[src/rtl/irom_arbiter.sv]
// rtl/irom_arbiter.sv - two-port (fetch/data) arbiter and fixed-latency read sequencer for the instruction ROM
// Round-robin arbitration when IROM_ARB_RR_EN is defined, otherwise fetch has fixed priority.
module irom_arbiter #(
    parameter int ROM_AW = 17
) (
    input  logic        clk,
    input  logic        rst,
    input  logic        if_req,
    input  logic [31:0] if_addr,
    input  logic        if_flush,
    output logic        if_gnt,
    output logic        if_rvalid,
    output logic [31:0] if_rdata,
    output logic        if_err,
    input  logic        dp_req,
    input  logic [31:0] dp_addr,
    output logic        dp_gnt,
    output logic        dp_rvalid,
    output logic [31:0] dp_rdata,
    output logic        dp_err,
    output logic        rom_ce,
    output logic [31:0] rom_addr,
    input  logic [31:0] rom_inst
);

    logic        w_if_eff;
    logic        w_if_gnt;
    logic        w_dp_gnt;
    logic [31:0] w_sel_addr;
    logic        w_sel_err;
    logic        w_s1_kill;

    logic        r_s1_valid;
    logic        r_s1_port;
    logic [31:0] r_s1_addr;
    logic        r_s1_err;

    logic        r_if_rvalid;
    logic [31:0] r_if_rdata;
    logic        r_if_err;
    logic        r_dp_rvalid;
    logic [31:0] r_dp_rdata;
    logic        r_dp_err;

    // A flushed fetch request is treated as absent, so dp wins uncontested.
    assign w_if_eff = if_req & ~if_flush;

`ifdef IROM_ARB_RR_EN
    logic r_rr_ptr;

    always_comb begin
        w_if_gnt = 1'b0;
        w_dp_gnt = 1'b0;
        if (rst) begin
            w_if_gnt = w_if_eff & (~dp_req | ~r_rr_ptr);
            w_dp_gnt = dp_req & (~w_if_eff | r_rr_ptr);
        end
    end

    // After a contested grant the pointer favours the loser.
    always_ff @(posedge clk or negedge rst) begin
        if (!rst) begin
            r_rr_ptr <= 1'b0;
        end else if (w_if_eff && dp_req) begin
            r_rr_ptr <= w_if_gnt;
        end
    end
`else
    always_comb begin
        w_if_gnt = 1'b0;
        w_dp_gnt = 1'b0;
        if (rst) begin
            w_if_gnt = w_if_eff;
            w_dp_gnt = dp_req & ~w_if_eff;
        end
    end
`endif

    assign w_sel_addr = w_dp_gnt ? dp_addr : if_addr;
    assign w_sel_err  = (w_sel_addr[1:0] != 2'b00) | ((w_sel_addr >> (ROM_AW + 2)) != 32'd0);

    // S1 fetch entries die here when a flush arrives while they are in flight.
    assign w_s1_kill  = if_flush & r_s1_valid & ~r_s1_port;

    always_ff @(posedge clk or negedge rst) begin
        if (!rst) begin
            r_s1_valid <= 1'b0;
            r_s1_port  <= 1'b0;
            r_s1_addr  <= 32'd0;
            r_s1_err   <= 1'b0;
        end else begin
            r_s1_valid <= w_if_gnt | w_dp_gnt;
            if (w_if_gnt || w_dp_gnt) begin
                r_s1_port <= w_dp_gnt;
                r_s1_addr <= w_sel_addr;
                r_s1_err  <= w_sel_err;
            end
        end
    end

    always_ff @(posedge clk or negedge rst) begin
        if (!rst) begin
            r_if_rvalid <= 1'b0;
            r_if_rdata  <= 32'd0;
            r_if_err    <= 1'b0;
            r_dp_rvalid <= 1'b0;
            r_dp_rdata  <= 32'd0;
            r_dp_err    <= 1'b0;
        end else begin
            r_if_rvalid <= 1'b0;
            r_dp_rvalid <= 1'b0;
            if (r_s1_valid && !w_s1_kill) begin
                if (r_s1_port) begin
                    r_dp_rvalid <= 1'b1;
                    r_dp_rdata  <= r_s1_err ? 32'd0 : rom_inst;
                    r_dp_err    <= r_s1_err;
                end else begin
                    r_if_rvalid <= 1'b1;
                    r_if_rdata  <= r_s1_err ? 32'd0 : rom_inst;
                    r_if_err    <= r_s1_err;
                end
            end
        end
    end

    assign if_gnt    = w_if_gnt;
    assign dp_gnt    = w_dp_gnt;
    assign rom_ce    = r_s1_valid & ~r_s1_err;
    assign rom_addr  = r_s1_addr;
    assign if_rvalid = r_if_rvalid;
    assign if_rdata  = r_if_rdata;
    assign if_err    = r_if_err;
    assign dp_rvalid = r_dp_rvalid;
    assign dp_rdata  = r_dp_rdata;
    assign dp_err    = r_dp_err;

endmodule

[config.mk]
export PLATFORM = sky130hd
export DESIGN_NAME = irom_arbiter
export DESIGN_NICKNAME = d
export VERILOG_FILES = /design/src/rtl/irom_arbiter.sv
export SDC_FILE = /design/constraint.sdc
export NUM_CORES = 1
export LEC_CHECK = 0
export BUFFER_PORTS_ARGS = -buffer_cell sky130_fd_sc_hd__buf_2
export CAP_MARGIN = 40
export CORE_ASPECT_RATIO = 1.5
export CORE_UTILIZATION = 48
export CTS_BUF_LIST = sky130_fd_sc_hd__clkbuf_4 sky130_fd_sc_hd__clkbuf_8
export DETAILED_ROUTE_END_ITERATION = 7
export PLACE_DENSITY = 0.83
export SLEW_MARGIN = 40
export SYNTH_ARGS = -nofsm -noshare
export SYNTH_HDL_FRONTEND = slang
export SYNTH_SLANG_ARGS = --single-unit
[constraint.sdc]
create_clock -name clk -period 1.55 [get_ports clk]
set_clock_uncertainty 0.15 [all_clocks]
set_input_delay 0.0775 -clock clk [delete_from_list [all_inputs] [get_ports clk]]
set_output_delay 0.0775 -clock clk [all_outputs]
set_load 0.03 [all_outputs]
==> results.yml, run 1 <==
route:
  wl_per_cell_um: 17.1
  dr.max_layer_used: "met4"
  drc: 0
  wirelength_um: 13900
  ant_nets: 0
  firstDrtPassIters: 7
  via_per_inst: 5.36
  drt_iter0_markers: 251
  wl_met3_um: 1190
  m1WireLength_um: 5210
  dr_total_vias: 4366
  route.met2.wl_um: 7050
pwr:
  power_frac_clock: 0.279
  cellLeakagePower_nw: 3.41
  power_switching_w: 0.00168
  seq_power_share: 0.505
  switching_share: 0.291
  powerDensity_nw_per_um2: 870
  power.internal_w: 0.00409
  p_comb_frac: 0.216
  ir_worst_vdd_v: 0.000663
layout:
  drive_above_1_share: 0.361
  fin_nets: 802
  final_area_sq_um: 6630
  synthToLayoutAreaGrowth_pct: 56.4
grt:
  overflow: 0
  track_usage: 0.297
  antenna_found_initial: 1
  grt_pass1_vias: 4314
  grt_pass1_wl_um: 20800
  grt_max_degree: 88
synthesis:
  yosys.area.top_type: "dfrtp_1"
  synth.top_cell.area_share: 0.608
  synth_edf_count: 0
  yosysMostFrequentCell: "dfrtp_1"
  syn_avg_cell_area_sq_um: 10.6
  yosys.cell_types.count: 26
  async_reset_ff_frac: 1.00
  yosysWarnings: 0
  synth_area_sq_um: 4240
  synth_top_cells_by_count: "dfrtp_1, nand2_1, o21ai_1"
  syn_inst: 400
  synth.area.top_cells: "dfrtp_1, o21ai_1, nand2_1"
  synth_ff_type: "dfrtp_1"
  seq_area_frac_synth: 0.608
  ys_ff_latch: 103
  syn_nets: 501
floorplanning:
  rows: 41
  core_sq_um: 8520
  die_w_um: 78.8
  die-height_um: 117
  die_area_sq_um: 9220
  pin_count: 204
  initial_core_util: 0.498
worst_setup_path:
  crit_fanout: 2
  start_kind: "input port"
  cp.arrival_ns: 1.70
  worstPathRequired_ns: 1.63
  path_class: "in2reg"
  crit_path_max_incr_delay_ns: 0.55
  worstSetupEndpointType: "register"
  crit_chain: "dlygate4sd3_1 -> buf_2 -> or4_4 -> nor2_4 -> and4_4 -> nor3_2"
  crit_slowest_cell: "dlygate4sd3_1"
placed_design:
  postPlaceCellArea_sq_um: 5390
  hpwl_um: 7590
  numPortBuffers: 203
  gp_congestion: 0.796
  place_ws_ns: 0.0177
timing:
  rsz0062_at_grt: "yes"
  max_freq_ghz: 0.618
  worst_pin_slew_ns: 0.449
  maxSlewHeadroom: 0.700
  post-route-period-util: 1.04
  finalMaxSlewViolations: 0
  fin_tns_setup_ns: -0.0672
  hold_viol: 0
  timing.final.ws_setup_ns: -0.0672
  setup_violations: 1
  min_period_ns: 1.62
outcome:
  status: "finished with violations"
  failed_checks: "negative setup slack"
run:
  max-cap-violations: 0
cts:
  cts_tree: "yes"
  h-tree-depth: 3
  cts_root_buf: "clkbuf_8"
  cts_setup_buffers: 0
  cts_buffer_depth: 2
  clkSinkCount: 103
  clock_latency_ns: 0.34
  cts_buffers: 9
  clkTransAtPathRegs_ns: 0.08
hold_path:
  hold_path_class: "in2reg"
==> logic make-up (layout without fill, tap and decap cells) <==
kind of cell / Yosys count / after routing / synth area share
other: 0 / 1 / 0
buffers and inverters: 47 / 353 / 0.0584
AOI/OAI and AO/OA: 98 / 98 / 0.143
and+or+nand+nor: 136 / 136 / 0.153
DFF: 103 / 103 / 0.608
muxes: 16 / 16 / 0.0381
==> stage by stage <==
step,std cells,utilization,power (W),hold WS [ns]
floorplan,400,-,0.00350,-0.368
global placement,698,0.633,0.00390,-0.0493
global route,814,0.779,0.00601,0.0608
CTS,812,0.772,0.00571,0.00188
finish,814,0.779,0.00577,0.0481
detailed placement,698,0.633,0.00392,-0.0310
==> metal layers <==
metal,track usage,vias up
met5,0,-
met4,0.162,0
met3,0.0698,53
met2,0.497,270
met1,0.353,2083
li1,-,1960
==> worst paths after layout <==
path,from,endpoint,slack [ns],depth (start not counted)
min reg2reg,if_err,if_err,0.34,2
min in group asynchronous,rst,rom_addr[20],0.19,3
max reg2reg,r_s1_valid,if_rdata[15],0.12,4
max,dp_addr[23],r_s1_err,-0.07,6
min,dp_addr[1],r_s1_err,0.05,4
max in group asynchronous,rst,if_err,0.65,3
==> critical path, delay by kind of cell <==
family,cells,cell delay [ns]
and+or+nand+nor,4,0.91
buffers and inverters,2,0.69
==> layout by cell type (no fill, tap or decap) <==
master and n:
a21o_1 1, a222oi_1 17, and2_1 1, and4_4 1
buf_12 4, buf_2 201, buf_4 12, buf_6 1
clkbuf_16 1, clkbuf_4 2, clkbuf_8 12, clkinv_2 1
clkinv_4 1, dfrtp_1 103, diode_2 1, dlygate4sd3_1 98
inv_1 18, inv_2 2, mux2_1 1, mux2i_1 15
nand2_1 85, nand2_2 1, nand2b_1 32, nor2_1 1
nor2_4 2, nor2b_1 1, nor2b_4 1, nor3_1 2
nor3_2 1, nor4_1 4, nor4_2 1, o21ai_0 6
o21ai_1 66, o21ai_2 7, o21ai_4 1, or3b_4 1
or4_4 2
==> repair_timing <==
action,4_1_cts,5_1_grt
resized for setup,1,9
pin swaps,0,4
cloned,0,1
endpoints found under the hold margin,200,0
hold buffers,98,0
setup endpoints to repair,1,35
==> power groups by stage <==
stage	sequential (W)	combinational (W)	clock [W]
3_5_place_dp	0.00295	0.000969	0
5_1_grt	0.00293	0.00133	0.00175
2_1_floorplan	0.00323	0.000273	0
6_report	0.00292	0.00125	0.00161
3_3_place_gp	0.00295	0.000948	0
4_1_cts	0.00290	0.00117	0.00164
==> layout make-up <==
type | instances | area (sq um)
tap | 107 | 134
clock buffer | 14 | 180
fill | 517 | 1880
timing repair buffer | 317 | 2190
multi-input combinational | 250 | 1460
antenna | 1 | 2.50
clock inverter | 2 | 13.8
sequential | 103 | 2580
inverter | 20 | 75.1
Power figures use the tool's default switching activity.
==> run 2, diff against run 1 <==
--- a/config.mk
+++ b/config.mk
@@ -5,7 +5,7 @@
 export SDC_FILE = /design/constraint.sdc
 export NUM_CORES = 1
 export LEC_CHECK = 0
-export BUFFER_PORTS_ARGS = -buffer_cell sky130_fd_sc_hd__buf_2
+export BUFFER_PORTS_ARGS = -buffer_cell sky130_fd_sc_hd__buf_4
 export CAP_MARGIN = 40
 export CORE_ASPECT_RATIO = 1.5
 export CORE_UTILIZATION = 48
==> results.yml, run 2 (synthesized netlist as in run 1, its figures left out) <==
grt:
  met1_usage: 0.345
  grtUsageMet2: 0.561
  track_usage: 0.326
  busiest_layer: "met2"
  overflow: 0
  grt_pass1_wl_um: 22300
  grt_pass1_vias: 4537
  antenna_found_initial: 0
  grt_max_degree: 104
  grt_use_met3: 0.110
layout:
  drive_above_1_share: 0.366
  final_common_cell: "buf_4"
  synthToLayoutAreaGrowth_pct: 70.8
  diodes: 0
  fillers: 424
  fin_nets: 813
  fin_util: 0.851
  layout_common_cells: "buf_4, dfrtp_1, dlygate4sd3_1"
route:
  via_per_inst: 5.45
  dr_total_vias: 4487
  firstDrtPassIters: 7
  wl_per_cell_um: 19.7
  drt_iter0_markers: 442
  ant_nets: 0
  wirelength_um: 16200
  drc: 0
timing:
  fin_tns_setup_ns: -0.120
  maxSlewHeadroom: 0.489
  post-route-period-util: 1.04
  setup_violations: 3
  worst_pin_slew_ns: 0.764
  min_period_ns: 1.61
  hold_viol: 0
  timing.final.ws_setup_ns: -0.0608
  hold_ws_ns: 0.0620
  finalMaxSlewViolations: 0
  max_freq_ghz: 0.621
hold_path:
  min_from: "dp_req"
  hold_depth: 3
  min_delay_worst_endpoint: "r_s1_valid"
  hold_path_class: "in2reg"
pwr:
  p_comb_frac: 0.238
  p_total_w: 0.00616
  powerDensity_nw_per_um2: 850
  ir_worst_vdd_v: 0.000609
  switching_share: 0.297
  power.internal_w: 0.00433
  power_frac_clock: 0.284
  power_switching_w: 0.00183
  seq_power_share: 0.477
  cellLeakagePower_nw: 3.56
worst_setup_path:
  path_delay_family: "buffers and inverters"
  crit_fanout: 6
  path_class: "in2reg"
  crit_buf_inv: 4
  crit_path_max_incr_delay_ns: 0.60
  worstSetupEndpointType: "register"
  crit_chain: "buf_4 -> nor2b_4 -> buf_4 -> nor2_4 -> clkbuf_16 -> mux2i_1 -> dlygate4sd3_1 -> o21ai_1"
  crit_slowest_cell: "dlygate4sd3_1"
  timing.rr.start: "r_s1_valid"
  cp.arrival_ns: 1.73
  start_kind: "input port"
  reg2reg_setup_slack_ns: 0.01
  r2r_cells: 4
  worstPathRequired_ns: 1.67
  r2r_end: "if_rdata[0]"
  critical_path_depth: 8
  cpMostUsedCell: "buf_4"
floorplanning:
  initial_core_util: 0.498
  die-height_um: 117
  die_area_sq_um: 9220
  core_sq_um: 8520
  rows: 41
  die_w_um: 78.8
  pin_count: 204
cts:
  cts_tree: "yes"
  clkTransAtPathRegs_ns: 0.10
  clkSinkCount: 103
  cts_buffers: 9
  cts_buffer_depth: 2
  h-tree-depth: 3
  clock_latency_ns: 0.37
  cts_root_buf: "clkbuf_8"
run:
  max-cap-violations: 0
placed_design:
  numPortBuffers: 203
  hpwl_um: 8220
  gp_congestion: 0.781
  place_ws_ns: -0.0457
outcome:
  status: "finished with violations"
  failed_checks: "negative setup slack"
## run 2: cell types whose count changed in the layout (fill, tap and decap cells not counted), sizes merged
cell      before  now
bufinv         0    1
diode          1    0
inv           20   21
clkinvlp       0    2
buf          218  228
clkinv         2    0
clkbuf        15   13
## run 2: repair_timing
item / CTS / global route
hold endpoints to repair: 201 / 11
buffers inserted: 0 / 12
pin swaps: 0 / 1
endpoints found under the setup margin: 1 / 16
hold buffers: 98 / 11
gates cloned: 0 / 2
resized for setup: 1 / 4
## run 2: per-stage QoR
stage               cells  area (sq um)
global route          823          7250
CTS                   809          7070
finish                823          7250
detailed placement    696          5880
floorplan             400          4240
global placement      696          5880
## run 2: layout make-up
type / instances / area (sq um) / area share
timing repair buffer: 328 / 2810 / 0.388
tap: 107 / 134 / 0.0185
sequential: 103 / 2580 / 0.356
multi-input combinational: 250 / 1450 / 0.199
inverter: 20 / 75.1 / 0.0104
clock buffer: 11 / 151 / 0.0209
clock inverter: 4 / 53.8 / 0.00743
## run 2: routing by layer
layer / part of all wire / vias to the layer above
met5: 0 / -
met4: 0.044 / 0
met3: 0.095 / 65
met2: 0.52 / 335
met1: 0.34 / 2108
li1: - / 1979
## run 2: worst max path at each step
| stage | endpoint | start | slack (ns) |
|---|---|---|---|
| finish | rom_addr[31] | if_req | -0.06 |
| CTS | rom_addr[19] | if_req | 0.05 |
| detailed placement | rom_addr[29] | if_req | -0.05 |
| global route | rom_addr[31] | if_req | -0.05 |
| floorplan | if_rdata[0] | r_s1_port | 0.12 |
| global placement | rom_addr[22] | if_req | 0.02 |
## run 2: power groups by stage
stage / clock network (W) / registers (W) / logic, W
CTS: 0.00175 / 0.00292 / 0.00133
detailed placement: 0 / 0.00296 / 0.00112
global route: 0.00188 / 0.00295 / 0.00153
global placement: 0 / 0.00296 / 0.00109
finish: 0.00175 / 0.00294 / 0.00147
floorplan: 0 / 0.00323 / 0.000273
## run 2: worst register-to-register path: stages (launching register included)
cell	delay (ns)
dfrtp_1	0.39
or3b_4	0.41
buf_12	0.20
nand2_1	0.16
o21ai_1	0.09
